===== config.mk =====
export PLATFORM = sky130hd
export DESIGN_NAME = pipe_hazard_ctrl
export DESIGN_NICKNAME = d
export VERILOG_FILES = /design/src/rtl/pipe_hazard_ctrl.sv
export SDC_FILE = /design/constraint.sdc
export NUM_CORES = 1
export LEC_CHECK = 0
export ABC_CLOCK_PERIOD_IN_PS = 4200
export BUFFER_PORTS_ARGS = -buffer_cell sky130_fd_sc_hd__buf_4
export CORE_ASPECT_RATIO = 2
export CORE_MARGIN = 8
export CORE_UTILIZATION = 45
export DETAILED_ROUTE_END_ITERATION = 10
export PLACE_DENSITY = 0.73
export SKIP_LAST_GASP = 1
export SYNTH_ARGS = -nofsm -noshare
export SYNTH_HDL_FRONTEND = slang
export SYNTH_SLANG_ARGS = --single-unit

===== constraint.sdc =====
create_clock -name clk -period 4.2 [get_ports clk]
set_input_delay 1.05 -clock clk [delete_from_list [all_inputs] [get_ports clk]]
set_output_delay 1.05 -clock clk [all_outputs]
set_load 0.1 [all_outputs]

===== src/rtl/pipe_hazard_ctrl.sv =====
// Control and hazard unit for the 5-stage RV32I pipeline (F/D/E/M/W).
// Decodes the D-stage instruction and tracks op/f3/rd/rs for each later
// stage. From these it drives the forwarding selects, the load-use and RAW
// stalls, the branch/jump redirect and the datapath selects. It also
// freezes the whole pipe while the data memory is busy and counts retired
// instructions.
module pipe_hazard_ctrl #(
    parameter int REG_AW = 5,
    parameter bit FWD_EN = 1'b1,
    parameter int CNT_W  = 32
) (
    input  logic              clk,
    input  logic              rst,
    input  logic              d_valid,
    input  logic [4:0]        opcode,
    input  logic [2:0]        func3,
    input  logic              func7,
    input  logic [REG_AW-1:0] rd_index,
    input  logic [REG_AW-1:0] rs1_index,
    input  logic [REG_AW-1:0] rs2_index,
    input  logic              alu_result,
    input  logic              m_dm_ready,
    output logic              stall,
    output logic              freeze,
    output logic              next_pc_sel,
    output logic              D_rs1_data_sel,
    output logic              D_rs2_data_sel,
    output logic [1:0]        E_rs1_data_sel,
    output logic [1:0]        E_rs2_data_sel,
    output logic              E_jb_op1_sel,
    output logic              E_alu_op1_sel,
    output logic              E_alu_op2_sel,
    output logic [4:0]        E_op,
    output logic [2:0]        E_f3,
    output logic              E_f7,
    output logic              M_dm_req,
    output logic [3:0]        M_dm_w_en,
    output logic              W_wb_en,
    output logic [REG_AW-1:0] W_rd_index,
    output logic [2:0]        W_f3,
    output logic              W_wb_data_sel,
    output logic [CNT_W-1:0]  retire_cnt
);

    localparam logic [4:0] OP_LUI    = 5'b01101;
    localparam logic [4:0] OP_AUIPC  = 5'b00101;
    localparam logic [4:0] OP_LOAD   = 5'b00000;
    localparam logic [4:0] OP_STORE  = 5'b01000;
    localparam logic [4:0] OP_JAL    = 5'b11011;
    localparam logic [4:0] OP_JALR   = 5'b11001;
    localparam logic [4:0] OP_BRANCH = 5'b11000;
    localparam logic [4:0] OP_ITYPE  = 5'b00100;
    localparam logic [4:0] OP_RTYPE  = 5'b01100;

    // Forwarding select encoding.
    localparam logic [1:0] SEL_W  = 2'd0;
    localparam logic [1:0] SEL_M  = 2'd1;
    localparam logic [1:0] SEL_RF = 2'd2;

    typedef struct packed {
        logic              valid;
        logic [4:0]        op;
        logic [2:0]        f3;
        logic              f7;
        logic [REG_AW-1:0] rd;
        logic [REG_AW-1:0] rs1;
        logic [REG_AW-1:0] rs2;
    } e_stage_t;

    typedef struct packed {
        logic              valid;
        logic [4:0]        op;
        logic [2:0]        f3;
        logic [REG_AW-1:0] rd;
    } mw_stage_t;

    e_stage_t  e_q;
    mw_stage_t m_q, w_q;

    function automatic logic uses_rs1(input logic [4:0] op);
        return (op == OP_RTYPE) || (op == OP_ITYPE) || (op == OP_STORE) ||
               (op == OP_LOAD)  || (op == OP_BRANCH) || (op == OP_JALR);
    endfunction

    function automatic logic uses_rs2(input logic [4:0] op);
        return (op == OP_RTYPE) || (op == OP_STORE) || (op == OP_BRANCH);
    endfunction

    // Opcode class only; the rd != 0 qualifier is applied per stage.
    function automatic logic writes_rd(input logic [4:0] op);
        return (op == OP_LUI) || (op == OP_AUIPC) || (op == OP_LOAD) ||
               (op == OP_JAL) || (op == OP_JALR)  || (op == OP_ITYPE) ||
               (op == OP_RTYPE);
    endfunction

    logic d_use1, d_use2;
    logic e_wr, m_wr, w_wr;
    logic e_load, m_load, m_mem;
    logic hazard;

    // Per-stage decode, each term gated by its stage valid bit.
    always_comb begin
        d_use1 = d_valid & uses_rs1(opcode);
        d_use2 = d_valid & uses_rs2(opcode);
        e_wr   = e_q.valid & writes_rd(e_q.op) & (e_q.rd != '0);
        m_wr   = m_q.valid & writes_rd(m_q.op) & (m_q.rd != '0);
        w_wr   = w_q.valid & writes_rd(w_q.op) & (w_q.rd != '0);
        e_load = e_q.valid & (e_q.op == OP_LOAD);
        m_load = m_q.valid & (m_q.op == OP_LOAD);
        m_mem  = m_q.valid & ((m_q.op == OP_LOAD) | (m_q.op == OP_STORE));
    end

    // Freeze, redirect and stall, in priority order freeze > redirect > stall.
    always_comb begin
        logic e_hit, m_hit;
        e_hit = e_wr & ((d_use1 & (e_q.rd == rs1_index)) | (d_use2 & (e_q.rd == rs2_index)));
        m_hit = m_wr & ((d_use1 & (m_q.rd == rs1_index)) | (d_use2 & (m_q.rd == rs2_index)));
        // With forwarding only a load in E must wait. Without it, every
        // in-flight writer must reach W, where the D bypass picks it up.
        hazard      = FWD_EN ? (e_hit & e_load) : (e_hit | m_hit);
        freeze      = m_mem & ~m_dm_ready;
        next_pc_sel = ~freeze & e_q.valid &
                      ((e_q.op == OP_JAL) | (e_q.op == OP_JALR) |
                       ((e_q.op == OP_BRANCH) & alu_result));
        stall       = freeze | (~next_pc_sel & hazard);
    end

    // Forwarding into E from M (non-load) or W, and the D-stage W bypass.
    always_comb begin
        E_rs1_data_sel = SEL_RF;
        E_rs2_data_sel = SEL_RF;
        if (FWD_EN) begin
            if (m_wr & ~m_load & (m_q.rd == e_q.rs1))  E_rs1_data_sel = SEL_M;
            else if (w_wr & (w_q.rd == e_q.rs1))       E_rs1_data_sel = SEL_W;
            if (m_wr & ~m_load & (m_q.rd == e_q.rs2))  E_rs2_data_sel = SEL_M;
            else if (w_wr & (w_q.rd == e_q.rs2))       E_rs2_data_sel = SEL_W;
        end
        W_wb_en        = ~freeze & w_wr;
        D_rs1_data_sel = W_wb_en & d_use1 & (w_q.rd == rs1_index);
        D_rs2_data_sel = W_wb_en & d_use2 & (w_q.rd == rs2_index);
    end

    // Datapath selects and memory-side outputs.
    always_comb begin
        E_op          = e_q.op;
        E_f3          = e_q.f3;
        E_f7          = e_q.f7;
        E_jb_op1_sel  = (e_q.op == OP_JALR);
        E_alu_op1_sel = ~((e_q.op == OP_LUI) | (e_q.op == OP_AUIPC) |
                          (e_q.op == OP_JAL) | (e_q.op == OP_JALR));
        E_alu_op2_sel = (e_q.op == OP_RTYPE) | (e_q.op == OP_BRANCH);
        M_dm_req      = m_mem;
        M_dm_w_en     = 4'b0000;
        if (m_q.valid & (m_q.op == OP_STORE)) begin
            case (m_q.f3)
                3'b000:  M_dm_w_en = 4'b0001;
                3'b001:  M_dm_w_en = 4'b0011;
                3'b010:  M_dm_w_en = 4'b1111;
                default: M_dm_w_en = 4'b0000;
            endcase
        end
        W_rd_index    = w_q.rd;
        W_f3          = w_q.f3;
        W_wb_data_sel = w_q.valid & (w_q.op == OP_LOAD);
    end

    // Stage registers: hold on freeze; otherwise advance, with E taking a
    // bubble on redirect, stall or an empty D slot.
    always_ff @(posedge clk or posedge rst) begin
        if (rst) begin
            e_q <= '0;
            m_q <= '0;
            w_q <= '0;
        end else if (!freeze) begin
            w_q <= m_q;
            m_q <= '{valid: e_q.valid, op: e_q.op, f3: e_q.f3, rd: e_q.rd};
            if (next_pc_sel | stall | ~d_valid)
                e_q <= '0;
            else
                e_q <= '{valid: 1'b1, op: opcode, f3: func3, f7: func7,
                         rd: rd_index, rs1: rs1_index, rs2: rs2_index};
        end
    end

    // Retired-instruction counter; wraps naturally at 2^CNT_W.
    always_ff @(posedge clk or posedge rst) begin
        if (rst)
            retire_cnt <= '0;
        else if (w_q.valid & ~freeze)
            retire_cnt <= retire_cnt + CNT_W'(1);
    end

endmodule


* After elaboration in Yosys (flattened, before gate mapping)
Cells that the tools add are included.
Word-level totals: bits in registers 85, input bits 29, output and inout port bits 68, logic and storage cells 142
Operators by class: $add $sub $neg 1, equality and inequality tests 35, muxes and demuxes 7, bitwise operators 50, reduce and logical (&&, ||, !) cells 33
Operators by type and width (number):
- $eq 5x4->1 const B | 9
- $eq 5x5->1 const B | 9
- $eq 5x5->1 | 8
- $eq 5x3->1 const B | 7
- $and 1x1->1 | 33
- $add 32x1->32 const B | 1
- $logic_or 1x1->1 | 25
- $mux 25 | 1
- $logic_not 5->1 | 4
- $reduce_bool 5->1 | 3
- $pmux 4 s3 | 1
- $or 1x1->1 | 11
- $mux 2 | 4
- $not 1->1 | 6
- $mux 4 | 1
- $eq 3x1->1 const B | 1
- $eq 3x2->1 const B | 1
- $logic_not 3->1 | 1

* Depth between registers and ports, before layout
word-level depth 16, gate-level depth with buffers 7, mapped depth without buffers 6

* Worst setup path before layout
No wires, ideal clock.
path type flip-flop to output port, from register m_q[9] (netlist bit), to output port E_rs2_data_sel[1], arrival time 5.639 ns, required time 3.150 ns, setup slack -2.489 ns, cell stages (with the launch flop) 6, buffers on the path 0, path through dfrtp_1 -> nor2_1 -> and2_1 -> o221ai_1 -> nor4_1 -> a41oi_1
Between the ends: cells in the longest elaborated chain, start to end 12, elaborated cells between the ends (all ways) 20, those cells by class eq/ne (6); mux (1); bitwise (6); reduce/logical (7)
Ends and longest elaborated chain:
- start, declared | RTL line 78 | mw_stage_t m_q, w_q;
- start signal, assigned | RTL line 176 | m_q <= '{valid: e_q.valid, op: e_q.op, f3: e_q.f3, rd: e_q.rd};
- $eq 5x4->1 / $eq 5x3->1 (equally long branches) | RTL line 91 | return (op == OP_LUI) || (op == OP_AUIPC) || (op == OP_LOAD) ||
- $logic_or 1x1->1 (3 in series) | RTL line 91
- $logic_or 1x1->1 (3 in series) | RTL line 92 | (op == OP_JAL) || (op == OP_JALR) || (op == OP_ITYPE) ||
- $and 1x1->1 (2 in series) | RTL line 106 | m_wr = m_q.valid & writes_rd(m_q.op) & (m_q.rd != '0);
- $and 1x1->1 * (2 in series) | RTL line 135 | if (m_wr & ~m_load & (m_q.rd == e_q.rs2)) E_rs2_data_sel = SEL_M;
- $mux 2 * | RTL line 135
- end, declared | RTL line 29 | output logic [1:0] E_rs2_data_sel,
Mark *: on every way between the ends. The rest lies on a longest branch, timed or not.

* Final worst setup path
from input port opcode[1], to output port D_rs2_data_sel
Between the ends: cells in the longest elaborated chain, start to end 6, elaborated cells between the ends (all ways) 8, those cells by class eq/ne (3); bitwise (3); reduce/logical (2)
Ends and longest elaborated chain:
- start, declared | RTL line 15 | input logic [4:0] opcode,
- $eq 5x4->1 | RTL line 86 | return (op == OP_RTYPE) || (op == OP_STORE) || (op == OP_BRANCH);
- $logic_or 1x1->1 | RTL line 86
- $logic_or 1x1->1 * | RTL line 86
- $and 1x1->1 * | RTL line 104 | d_use2 = d_valid & uses_rs2(opcode);
- $and 1x1->1 * (2 in series) | RTL line 140 | D_rs2_data_sel = W_wb_en & d_use2 & (w_q.rd == rs2_index);
- end, declared | RTL line 27 | output logic D_rs2_data_sel,
Marks and branches as above.

==> flow_summary.toml <==
[outcome]
status = "completed"

[place]
dp_hpwl_um = 8290
place_area_um2 = 5040
io_buffers = 96
place_congestion = 0.849

[clocking]
cts_buffer_depth = 2
cts_root_buf = "clkbuf_16"
cts_setup_buffers = 0
worstSkewPairLatency_ns = 0.34
numCtsBuffers = 9
cts_hold_buf = 0
htreeDepth = 3
cts_resized = 0
cts_tree = "done"
cts.sinks = 85
worst_setup_hold_path_clk_slew_ns = 0.06

[power]
power.internal_uw = 1620
combPwrFrac_pct = 33.6
clkPwrFrac_pct = 28.4
switching_share_pct = 41.9
power_per_cell_area_nw_per_um2 = 520
netSwitchingPower_uw = 1160
ir_worst_vdd_mv = 0.320
fin_total_pwr_uw = 2780
leakagePower_uw = 0.00263
seqPwrFrac_pct = 37.9

[synth]
synth-edff-count = 0
synth_top_family_by_area = "simple AND/OR/NAND/NOR gates"
muxShareOfSynthArea_pct = 0.260
synth_compound_gate_area_share_pct = 7.14
netlist_instances = 449
synthArstFlopShare_pct = 100
synth_area_leader_cell = "dfrtp_1"
syn_area_per_cell_um2 = 9.64
synthSimpleGateAreaFrac_pct = 22.9
synth.area.top_cells = "dfrtp_1 (49%), nand2_1 (10%), xnor2_1 (7.9%)"
syn_area_um2 = 4330
synth_xor_area_share_pct = 14.8
yosysTopAreaCellShare_pct = 49.1
synthDistinctLibCells = 44
yosys_warnings = 0
synthTopCellsByCount = "nand2_1 (115), dfrtp_1 (85), xnor2_1 (39)"
synth_ff_type = "dfrtp_1"
synth_fp_nets = 479
ys_seq_area_share_pct = 49.1
ys_ff_latch = 85
synthAdderAreaFrac_pct = 0.289
yosysMostFrequentCell = "nand2_1"

[global_route]
grt_pass1_vias = 3439
grt_remaining_overflow = 0
track_usage_pct = 16.8
antenna_found_initial = 0
grt_max_degree = 42
grt_pass1_wl_um = 17400

[timing]
setup_viol_count_final = 0
slew_headroom_pct = 39.0
fin_tns_setup_ns = 0
period_needed_ns = 3.93
worstMarginPinSlew_ns = 0.915
rsz0062_at_grt = "false"
timing.final.crit_share_pct = 93.6
timing.fmax_mhz = 254
slew_violations = 0
hold_violations = 0
skew_ns = 0.00708

[floorplanning]
placementRows = 50
pin_count = 97
start_util_pct = 46.1
die_area_um2 = 13200
die-width_um = 85.4
die_y_um = 155
core_area_um2 = 9380

[route]
ant_nets = 0
maxUsedRoutingLayer = "met4"
dr_wl_met3_um = 505
post_drt_wl_per_cell_um = 16.8
vias = 3388
drtIter0Drc = 109
drt_wl_total_um = 10600
vias_per_cell = 5.34
wl_met1_um = 3980
remaining_drc_errors = 0
met2_wirelength_um = 5890
first_pass_iters = 4

[setup_path]
end_kind = "output pin"
timing.critical_path.to = "D_rs2_data_sel"
critical_path.cell_chain = "buf_4, nor2b_1, nand4b_1, or4_1, nor4_4, buf_4"
crit_path_max_incr_delay_ns = 0.64
worstPathArrival_ns = 2.88
timing.rr.end = "E_op[3]"
critical_path_class = "input port to output pin"
path_max_fanout = 3
cp-start-kind = "input port"
rrSetupSlack_ns = 2.00
reg2regPathDepth = 6
crit_slowest_cell = "or4_1"
worst_ep_required_time_ns = 3.15
crit_start = "opcode[1]"
timing.rr.start = "m_q[13]"
path_common_cell = "buf_4"

[finish]
antennaDiodeCount = 0
final_nets = 555
synthToLayoutAreaGrowth_pct = 23.3
final_layout_size_suffix_gt1_share_pct = 26.2
fin_util_pct = 56.9
design_area_um2 = 5340

[worst_hold_path]
min_from = "W_f3[0]"
hold_class = "flop to flop"

[flow_run]
max-cap-violations = 0
-- area by class of cell --
class                   count  area (µm²)
fillers                   836        4040
repair buffers            101         758
well taps                 104         130
multi-input cells         323        2010
inverters                   5        20.0
clock buffers              10         229
flip-flops and latches     85        2130
clock inverters             6        71.3
-- cell families after synthesis --
kind of cell	after synthesis
AOI/OAI and AO/OA	44
xor gates and xnor gates	73
adders and majority gates	1
buffers and inverters	41
DFF	85
muxes	1
and+or+nand+nor	204
-- per-stage QoR --
| step | hold slack (ns) | setup WS, ns | instances |
|---|---|---|---|
| global placement | 0.455 | 0.294 | 618 |
| floorplan | 0.428 | -0.777 | 449 |
| finish | 0.468 | 0.268 | 634 |
| global route | 0.480 | 0.190 | 634 |
| detailed placement | 0.457 | 0.257 | 618 |
| CTS | 0.472 | 0.244 | 634 |
-- registers in the layout, indices dropped and copies added (netlist names) --
name	flops
W_rd_index	5
retire_cnt	32
E_f7	1
E_f3	3
e_q	16
E_op	5
w_q	6
W_f3	3
m_q	14
-- placed cells by master, fill, tap and decap left out, drive strengths merged, types with 2 or more instances in the layout --
cell type	n
or4	5
a21o	4
and3b	2
nand2	116
and4	5
o21ai	28
nor3	5
nand4b	2
and3	10
nand3b	2
xor2	34
nor3b	2
a21oi	4
buf	101
dfrtp	85
nor4b	2
clkbuf	10
nor2	13
inv	5
nor4	3
nand3	16
clkinv	3
nand4	9
clkinvlp	2
o211ai	2
a41oi	2
xnor2	39
and2	7
nor2b	2
-- power by group through the flow --
stage | logic [µW] | clock network (µW) | registers, µW
2_1_floorplan | 530 | 0 | 1270
3_3_place_gp | 925 | 0 | 1060
3_5_place_dp | 942 | 0 | 1070
4_1_cts | 942 | 812 | 1050
5_1_grt | 982 | 848 | 1070
6_report | 934 | 790 | 1050
-- per-layer routing --
layer	track usage [%]	vias to the layer above
met4	8.50	0
met1	17.2	1643
li1	-	1635
met5	0	-
met2	30.9	95
met3	3.61	15
-- critical path, delay by kind of cell --
kind	cells	cell delay [ns]
buffers and inverters	2	0.43
and+or+nand+nor	4	1.39
-- worst min path at each step --
stage	cells past startpoint	slack [ns]	endpoint
after detailed placement	2	0.46	W_f3[0]
final	2	0.47	W_f3[0]
after global routing	1	0.48	w_q[9]
after CTS	2	0.47	W_f3[0]
after global placement	1	0.46	w_q[9]
after floorplan	1	0.43	w_q[9]
(Power assumes the default switching activity.)
